===== src/rtl/rv32e_pkg.sv =====
// rtl/rv32e_pkg.sv - shared constants and types for the rv32e fetch path
package rv32e_pkg;

    localparam int          XLEN           = 32;
    localparam logic [31:0] RV32E_RESET_PC = 32'h0000_0000;
    localparam logic [31:0] RV32E_NOP      = 32'h0000_0013;

    typedef struct packed {
        logic [XLEN-1:0] pc;
        logic [XLEN-1:0] data;
    } fetch_entry_t;

endpackage


===== src/rtl/rv32e_instr_fifo.sv =====
// rtl/rv32e_instr_fifo.sv - generic synchronous FIFO with flush and occupancy count
module rv32e_instr_fifo #(
    parameter int DEPTH = 4,
    parameter int WIDTH = 64
) (
    input  logic                     clk,
    input  logic                     rst_n,
    input  logic                     push_i,
    input  logic                     pop_i,
    input  logic                     flush_i,
    input  logic [WIDTH-1:0]         wdata_i,
    output logic [WIDTH-1:0]         rdata_o,
    output logic                     full_o,
    output logic                     empty_o,
    output logic [$clog2(DEPTH):0]   count_o
);

    localparam int              PW      = $clog2(DEPTH);
    localparam logic [PW:0]     DEPTH_C = (PW+1)'(DEPTH);

    logic [WIDTH-1:0] mem_q [DEPTH];
    logic [PW-1:0]    rd_ptr_q, rd_ptr_d;
    logic [PW-1:0]    wr_ptr_q, wr_ptr_d;
    logic [PW:0]      count_q,  count_d;

    always_comb begin
        rd_ptr_d = rd_ptr_q;
        wr_ptr_d = wr_ptr_q;
        count_d  = count_q;
        if (flush_i) begin
            rd_ptr_d = '0;
            wr_ptr_d = '0;
            count_d  = '0;
        end else begin
            if (push_i) wr_ptr_d = wr_ptr_q + PW'(1);
            if (pop_i)  rd_ptr_d = rd_ptr_q + PW'(1);
            case ({push_i, pop_i})
                2'b10:   count_d = count_q + (PW+1)'(1);
                2'b01:   count_d = count_q - (PW+1)'(1);
                default: count_d = count_q;
            endcase
        end
    end

    always_ff @(posedge clk or negedge rst_n) begin
        if (!rst_n) begin
            rd_ptr_q <= '0;
            wr_ptr_q <= '0;
            count_q  <= '0;
        end else begin
            rd_ptr_q <= rd_ptr_d;
            wr_ptr_q <= wr_ptr_d;
            count_q  <= count_d;
        end
    end

    // Storage has no reset; occupancy alone decides what is visible.
    always_ff @(posedge clk) begin
        if (push_i && !flush_i) mem_q[wr_ptr_q] <= wdata_i;
    end

    assign rdata_o = mem_q[rd_ptr_q];
    assign full_o  = (count_q == DEPTH_C);
    assign empty_o = (count_q == '0);
    assign count_o = count_q;

endmodule


===== src/rtl/rv32e_fetch_buffer.sv =====
// rtl/rv32e_fetch_buffer.sv - instruction prefetch stage feeding rv32e decode
module rv32e_fetch_buffer
    import rv32e_pkg::*;
#(
    parameter int          DEPTH    = 4,
    parameter logic [31:0] RESET_PC = RV32E_RESET_PC
) (
    input  logic             clk,
    input  logic             reset,
    output logic [XLEN-1:0]  mem_program_addr_bus,
    input  logic [XLEN-1:0]  mem_program_data_bus,
    output logic             instr_valid,
    input  logic             instr_ready,
    output logic [XLEN-1:0]  instr_data,
    output logic [XLEN-1:0]  instr_pc,
    input  logic             redirect_valid,
    input  logic [XLEN-1:0]  redirect_pc
);

    localparam int CW = $clog2(DEPTH) + 1;

    logic [XLEN-1:0] fetch_pc_q, fetch_pc_d;
    logic            push, pop, full, empty;
    logic [CW-1:0]   count;
    fetch_entry_t    wr_entry, head;

    assign mem_program_addr_bus = fetch_pc_q;
    assign instr_valid          = (count != '0);

    // Redirect suppresses both sides of the queue in the cycle it is seen.
    assign pop  = instr_valid & instr_ready & ~redirect_valid;
    assign push = ~redirect_valid & (~full | pop);

    assign wr_entry.pc   = fetch_pc_q;
    assign wr_entry.data = mem_program_data_bus;

    always_comb begin
        fetch_pc_d = fetch_pc_q;
        if (redirect_valid)
            fetch_pc_d = {redirect_pc[XLEN-1:2], 2'b00};
        else if (push)
            fetch_pc_d = fetch_pc_q + 32'd4;
    end

    always_ff @(posedge clk or negedge reset) begin
        if (!reset) fetch_pc_q <= RESET_PC;
        else        fetch_pc_q <= fetch_pc_d;
    end

    rv32e_instr_fifo #(
        .DEPTH (DEPTH),
        .WIDTH ($bits(fetch_entry_t))
    ) u_fifo (
        .clk     (clk),
        .rst_n   (reset),
        .push_i  (push),
        .pop_i   (pop),
        .flush_i (redirect_valid),
        .wdata_i (wr_entry),
        .rdata_o (head),
        .full_o  (full),
        .empty_o (empty),
        .count_o (count)
    );

    assign instr_data = empty ? RV32E_NOP : head.data;
    assign instr_pc   = empty ? '0        : head.pc;

endmodule


===== config.mk =====
export PLATFORM = sky130hd
export DESIGN_NAME = rv32e_fetch_buffer
export DESIGN_NICKNAME = d
export VERILOG_FILES = /design/src/rtl/rv32e_pkg.sv /design/src/rtl/rv32e_instr_fifo.sv /design/src/rtl/rv32e_fetch_buffer.sv
export SDC_FILE = /design/constraint.sdc
export NUM_CORES = 1
export LEC_CHECK = 0
export BUFFER_PORTS_ARGS = -buffer_cell sky130_fd_sc_hd__buf_2
export CAP_MARGIN = 20
export CORE_MARGIN = 3
export CORE_UTILIZATION = 50
export DETAILED_ROUTE_END_ITERATION = 8
export HOLD_SLACK_MARGIN = 0.05
export PLACE_DENSITY_LB_ADDON = 0.2
export SYNTH_ARGS = -nofsm -noshare
export SYNTH_HDL_FRONTEND = slang
export SYNTH_HIERARCHICAL = 1
export SYNTH_SLANG_ARGS = --single-unit
export TNS_END_PERCENT = 20

===== constraint.sdc =====
create_clock -name clk -period 8.6 [get_ports clk]
set_input_delay 0.43 -clock clk [delete_from_list [all_inputs] [get_ports clk]]
set_output_delay 0.43 -clock clk [all_outputs]
set_load 0.02 [all_outputs]

==> results of run 1 <==
[registers in the layout (all words and copies together), names as in the netlist]
register,cells
u_fifo/wr_ptr_q,2
u_fifo/mem_q,256
u_fifo/rd_ptr_q,2
mem_program_addr_bus,30
u_fifo/count_o,3
[tightest hold or removal path: stages]
cell     delay, ps
buf_2           70
nand2_1         40
o21ai_1         60
[through the flow]
step           cell area (sq um)  util (%)  setup WS [ps]  hold WS (ps)  std cells
4_1_cts                    14000      60.8           4850          72.3       1154
5_1_grt                    14000      60.8           4740          81.1       1154
6_report                   14000      60.8           5010          95.2       1154
3_5_place_dp               13000      56.5           5150           579       1096
3_3_place_gp               13000      56.5           5280           553       1096
2_1_floorplan              11900         -           5340           134        651
[metal layers]
layer / global-route usage (%) / vias to the layer above / wire length [microns]
li1: - / 2845 / -
met1: 26.2 / 3199 / 10300
met2: 30.0 / 234 / 11400
met3: 3.48 / 56 / 1440
met4: 6.00 / 0 / 678
met5: 0 / - / 0
[logic make-up after synthesis]
| kind of cell | count (synthesis) |
|---|---|
| AOI/OAI and AO/OA | 32 |
| xor gates and xnor gates | 32 |
| adders and majority gates | 6 |
| buffers and inverters | 38 |
| DFF | 293 |
| muxes | 71 |
| other | 1 |
| and+or+nand+nor | 169 |
[power by group through the flow]
stage | clock network (mW) | logic (mW) | registers (mW)
floorplan | 0 | 0.503 | 1.73
global placement | 0 | 0.744 | 1.74
detailed placement | 0 | 0.751 | 1.75
CTS | 1.30 | 0.753 | 1.72
global route | 1.36 | 0.795 | 1.73
finish | 1.27 | 0.735 | 1.72
[synthesized netlist by cell type (8+ instances only)]
master and n:
nor2b_1 63, xnor2_1 15, mux4_2 64, xor2_1 17
buf_2 8, clkbuf_1 15, nor2_1 11, dfrtp_1 37
nand4_1 10, nand3_1 15, o21ai_0 10, nand2_1 28
o21ai_1 16, edfxtp_1 256
[area by class of cell]
class / count / area, sq um
fillers: 1760 / 9010
flip-flops and latches: 293 / 8620
multi-input cells: 320 / 3110
repair buffers: 165 / 841
clock buffers: 33 / 783
well taps: 313 / 392
clock inverters: 24 / 204
inverters: 6 / 22.5
[how the worst max path moves through the flow]
stage / start / end / cells after the start
2_1_floorplan: redirect_valid / u_fifo/mem_q[0][0] / 6
3_3_place_gp: redirect_valid / u_fifo/mem_q[2][22] / 7
3_5_place_dp: redirect_valid / u_fifo/mem_q[1][27] / 7
4_1_cts: u_fifo/rd_ptr_q[0] / instr_data[1] / 4
5_1_grt: u_fifo/rd_ptr_q[0] / instr_data[4] / 4
6_report: u_fifo/rd_ptr_q[0] / instr_data[1] / 4
==> results.md, run 1 <==
- Ys Warns: 6
- DRC violations left: 0
- Die H: 160 microns
- Hold-fix buffers, CTS: 1
- Cells resized by post-CTS repair: 0
- Post-route clock skew: 16.7 ps
- Share of power burned in registers: 46.2%
- Area growth from synthesis to layout: 17.6%
- Number of buffers created by CTS: 31
- RSZ-0062 raised after global routing: no
- Layout net count: 891
- Highest-count cells in the layout ignoring fill and taps: edfxtp_1, buf_2, mux4_2
- Hold path start: redirect_pc[16]
- Average size of a mapped cell: 18.5 sq um
- Classification of the worst-slack hold path: in -> reg
- Most common flop cell mapped by yosys: edfxtp_1
- Async S/R FF share, synth: 12.6%
- Max IR drop VDD: 0.000148 V
- Pins over their slew limit: 0
- Number of H-tree levels: 1
- Vias post-DR: 6334
- Hold Fails Final Rpt: 0
- Bufs and invs on worst path: 2
- Hpwl dp: 13600 microns
- Pwr Density: 267 nW/um^2
- Slowest cell on crit path: dfrtp_4
- Synth Area in Simple Gates: 8.29%
- Reg2Reg Depth: 5
- Share of the clock period used by the worst path: 41.8%
- Final worst path period need: 3590 ps
- I/O Buffers: 160
- WL/cell: 20.7 microns
- Routed Wire Length: 23900 microns
- Post-synthesis share of cell area spent on full adders, half adders and majority gates: 0.695%
- Antenna-violating nets left: 0
- Overall overflow remaining after global route: 0
- Floorplan die area: 25700 sq um
- Flip-flop and latch count after synthesis: 293
- Root buf cell: clkbuf_16
- Remaining max-slew budget at the tightest pin: 29.3%
- Share of power burned in the clock network: 34.1%
- Run status: completed
- Width of the die: 160 microns
- Worst-Skew Late Latency: 540 ps
- Netlist Area Pre-Place: 11900 sq um
- R2r setup slk: 5550 ps
- Initial cell density of the core: 51.7%
- Post-Route Setup TNS: 0 ps
- Pin count of the biggest net entering global routing: 68
- Clock transition at path regs: 60 ps
- Internal power contribution: 2.66 mW
- First-pass GRT wire length: 37600 microns
- CTS tree: built
- Final setup violation count: 0
- Slew at the pin with the worst max-slew slack: 1060 ps
- Largest family of logic cells by synthesized area: multiplexers
- Vias in the first global route: 6800
- Largest cells by area after synthesis: edfxtp_1, mux4_2, dfrtp_1
- Maximum frequency from static timing analysis: 0.278 GHz
- Slowest Stage Delay on Critical Path: 870 ps
- Maximum clock path buffer count: 3
- Worst hold path cell count: 3
- Most frequent standard cell in the layout excluding fill and tap cells: edfxtp_1
- Series of cell instances along the critical path: buf_4 > mux4_2 > or2_2 > buf_2
- Max-cap violations: 0
- Post-Synthesis Cells: 642
- Type of the worst setup path: reg -> out
- Core footprint: 23000 sq um
- Number of setup buffers added after CTS: 0
- Fraction of synthesized cell area in xor and xnor cells: 2.36%
- Final estimated routing congestion in global placement: 0.768
- Via density per instance: 5.49
- Top delay family on crit path: flip-flops
- Io pins: 165
- Power spent charging and discharging nets: 1.06 mW
- Worst endpoint required time: 8170 ps
- Terminating pin of the worst hold path: mem_program_addr_bus[16]
- Rows: 55
- Worst r2r src: u_fifo/count_o[0]
- Post-synthesis cell type count: 44
- Worst flop-to-flop path endpoint: u_fifo/mem_q[2][23]
- Pwr Total: 3.73 mW
- Endpoint type of the worst setup path: output port
- Number of flops mapped to enable cells by yosys: 256
- Compound-cell area share of the yosys netlist: 1.67%
- Number of DRC violations after detailed-routing iteration 0: 369
- Yosys top cell by area: edfxtp_1
- Static Leak: 4.91 nW
- Switching power share of the total: 28.6%
- Area share of the largest cell type after synthesis: 64.7%
- Sinks on the clock net: 293
- Layout cell share with drive strength beyond 1: 35.2%
- Crit-path max FO: 36
- Initial antenna violation count: 0
- Mux contribution to synthesized area: 12.8%
- Sequential element share of the synthesized area: 72.5%
- Tot GR Track Use: 18.7%
- Antenna cell count: 0
- Length of the first detailed-routing pass in iterations: 5
- Critical Path Source Type: register
- Fraction of power consumed by combinational cells: 19.7%
- Critical path arrival: 3160 ps
Power figures use the tool's default switching activity.
==> run 2: changes to the inputs <==
clock period = 3 ns   (was 8.6 ns; I/O delays follow)
==> run 2 against run 1 <==
  * First-iteration DRC count increased by 33%
  * Worst setup slack worse by 4700 ps
  * Largest cell class unchanged
  * Final area up 5.3%
  * Combinational power grew to 3.1 times the previous value
==> results.md, run 2 (synthesis results as in run 1) <==
- Run status: completed
- Area growth from synthesis to layout: 23.9%
- Instance area after placement: 13200 sq um
- Worst-Skew Late Latency: 530 ps
- First-pass GRT wire length: 39400 microns
- Root buf cell: clkbuf_16
- Grt peak-use layer: met2
- Post-Route Setup TNS: 0 ps
- Crit-path max FO: 7
- Total placed cells including tap cells: 1114
- Routed Wire Length: 24500 microns
- Post-Layout Cell Count: 1228
- WL/cell: 19.9 microns
- Classification of the worst-slack hold path: in -> reg
- Layout net count: 969
- Sinks on the clock net: 293
- Layout filler cell count: 1674
- Type of the worst setup path: reg -> reg
- Slew at the pin with the worst max-slew slack: 976 ps
- Vias post-DR: 6621
- Pins over their slew limit: 0
- Most frequent standard cell in the layout excluding fill and tap cells: edfxtp_1
- I/O Buffers: 160
- Internal power contribution: 7.56 mW
- Critical path arrival: 3110 ps
- Width of the die: 160 microns
- Remaining max-slew budget at the tightest pin: 34.6%
- Via density per instance: 5.39
- Flip-flop count of the largest register after layout: 256
- CTS tree: built
- Number of H-tree levels: 1
- Met2 capacity usage during global routing: 31.9%
- Initial antenna violation count: 0
- Slowest Stage Delay on Critical Path: 820 ps
- Max IR drop VDD: 0.000414 V
- Io pins: 165
- Antenna cell count: 0
- Series of cell instances along the critical path: nor3b_1 > nor4b_4 > a211oi_1 > buf_4 > nand4_1 > xnor2_1 > mux2_2
- Critical Path Source Type: register
- RSZ-0062 raised after global routing: no
- Cells resized by post-CTS repair: 0
- Switching power share of the total: 28.3%
- Max-cap violations: 0
- Share of power burned in registers: 46.6%
- Post-route clock skew: 5.87 ps
- Overall overflow remaining after global route: 0
- Die H: 160 microns
- Power spent charging and discharging nets: 2.99 mW
- Antenna-violating nets left: 0
- Layout cell share with drive strength beyond 1: 33.0%
- Summed area of non-filler cells in the final layout: 14700 sq um
- DRC violations left: 0
- Maximum frequency from static timing analysis: 0.370 GHz
- Final worst path period need: 2700 ps
- Maximum clock path buffer count: 3
- Hpwl dp: 15300 microns
- Multi-input combinational cell area: 3110 sq um
- Static Leak: 5.24 nW
- Global-route met1 utilization: 27.6%
- Share of power burned in the clock network: 32.0%
- Slowest cell on crit path: a211oi_1
- Hold Fails Final Rpt: 0
- Clock transition at path regs: 60 ps
- Pin count of the biggest net entering global routing: 66
- Initial cell density of the core: 51.7%
- Worst endpoint required time: 3410 ps
- Highest-count cells in the layout ignoring fill and taps: edfxtp_1, buf_2, mux4_2
- Final estimated routing congestion in global placement: 0.823
- Endpoint type of the worst setup path: register
- Rows: 55
- Tot GR Track Use: 19.4%
- Final setup violation count: 0
- Vias in the first global route: 7091
- Core footprint: 23000 sq um
- Number of DRC violations after detailed-routing iteration 0: 490
- Pwr Density: 717 nW/um^2
- Length of the first detailed-routing pass in iterations: 4
- Share of the clock period used by the worst path: 90.0%
- Storage cell area: 8620 sq um
- Floorplan die area: 25700 sq um
- Fraction of power consumed by combinational cells: 21.4%
- Met3 Use GR: 3.09%
- Largest reg by FF count: u_fifo/mem_q
- Number of buffers created by CTS: 29
==> run 2: worst max-delay path, delay by kind of cell (launching register included) <==
| family | cells | cell delay [ps] |
|---|---|---|
| flops | 1 | 550 |
| simple gates | 3 | 510 |
| buf+inv | 1 | 300 |
| mux | 1 | 260 |
| compound gates | 1 | 820 |
| xor+xnor | 1 | 150 |
==> run 2: power groups by stage <==
stage / combinational (mW) / clock, mW / sequential, mW
after CTS: 2.29 / 3.45 / 4.93
after floorplan: 1.44 / 0 / 4.95
after detailed placement: 2.22 / 0 / 5.01
final: 2.26 / 3.38 / 4.92
after global routing: 2.45 / 3.62 / 4.96
after global placement: 2.20 / 0 / 4.98
==> run 2: layer usage <==
| metal | routed length (microns) | up-vias |
|---|---|---|
| met3 | 1310 | 35 |
| met5 | 0 | - |
| met4 | 458 | 0 |
| met1 | 10600 | 3376 |
| li1 | - | 3004 |
| met2 | 12100 | 206 |
==> run 2: path summary, 6_finish.rpt <==
kind | from | end | slack [ps] | depth (start not counted)
worst min register to register | u_fifo/wr_ptr_q[1] | u_fifo/wr_ptr_q[1] | 590 | 2
worst max-delay path | u_fifo/count_o[0] | mem_program_addr_bus[27] | 300 | 7
max in group asynchronous | reset | u_fifo/rd_ptr_q[0] | 2110 | 2
worst min-delay path | redirect_valid | u_fifo/wr_ptr_q[1] | 160 | 4
min in group asynchronous | reset | mem_program_addr_bus[16] | 250 | 2
worst max register to register | u_fifo/count_o[0] | mem_program_addr_bus[27] | 300 | 7
==> run 2: cell type report <==
class	instances	area share [%]
Clock inverter	14	0.748
Sequential cell	293	58.6
Clock buffer	37	5.27
Timing Repair Buffer	245	11.4
Multi-Input combinational cell	320	21.2
Inverter	6	0.153
Tap cell	313	2.66
==> run 2: what timing repair did <==
action,CTS,global route
setup buffers,0,0
hold buffers,63,0
hold endpoints to repair,195,0
==> run 2: per-stage QoR <==
| step | hold slack (ps) | setup slack (ps) | total power [mW] | util, % |
|---|---|---|---|---|
| after floorplan | -146 | -207 | 6.40 | - |
| after global placement | 290 | 445 | 7.18 | 57.4 |
| after detailed placement | 302 | 338 | 7.23 | 57.4 |
| after CTS | 124 | 240 | 10.7 | 64.0 |
| after global routing | 182 | 133 | 11.0 | 64.0 |
| final | 160 | 300 | 10.6 | 64.0 |
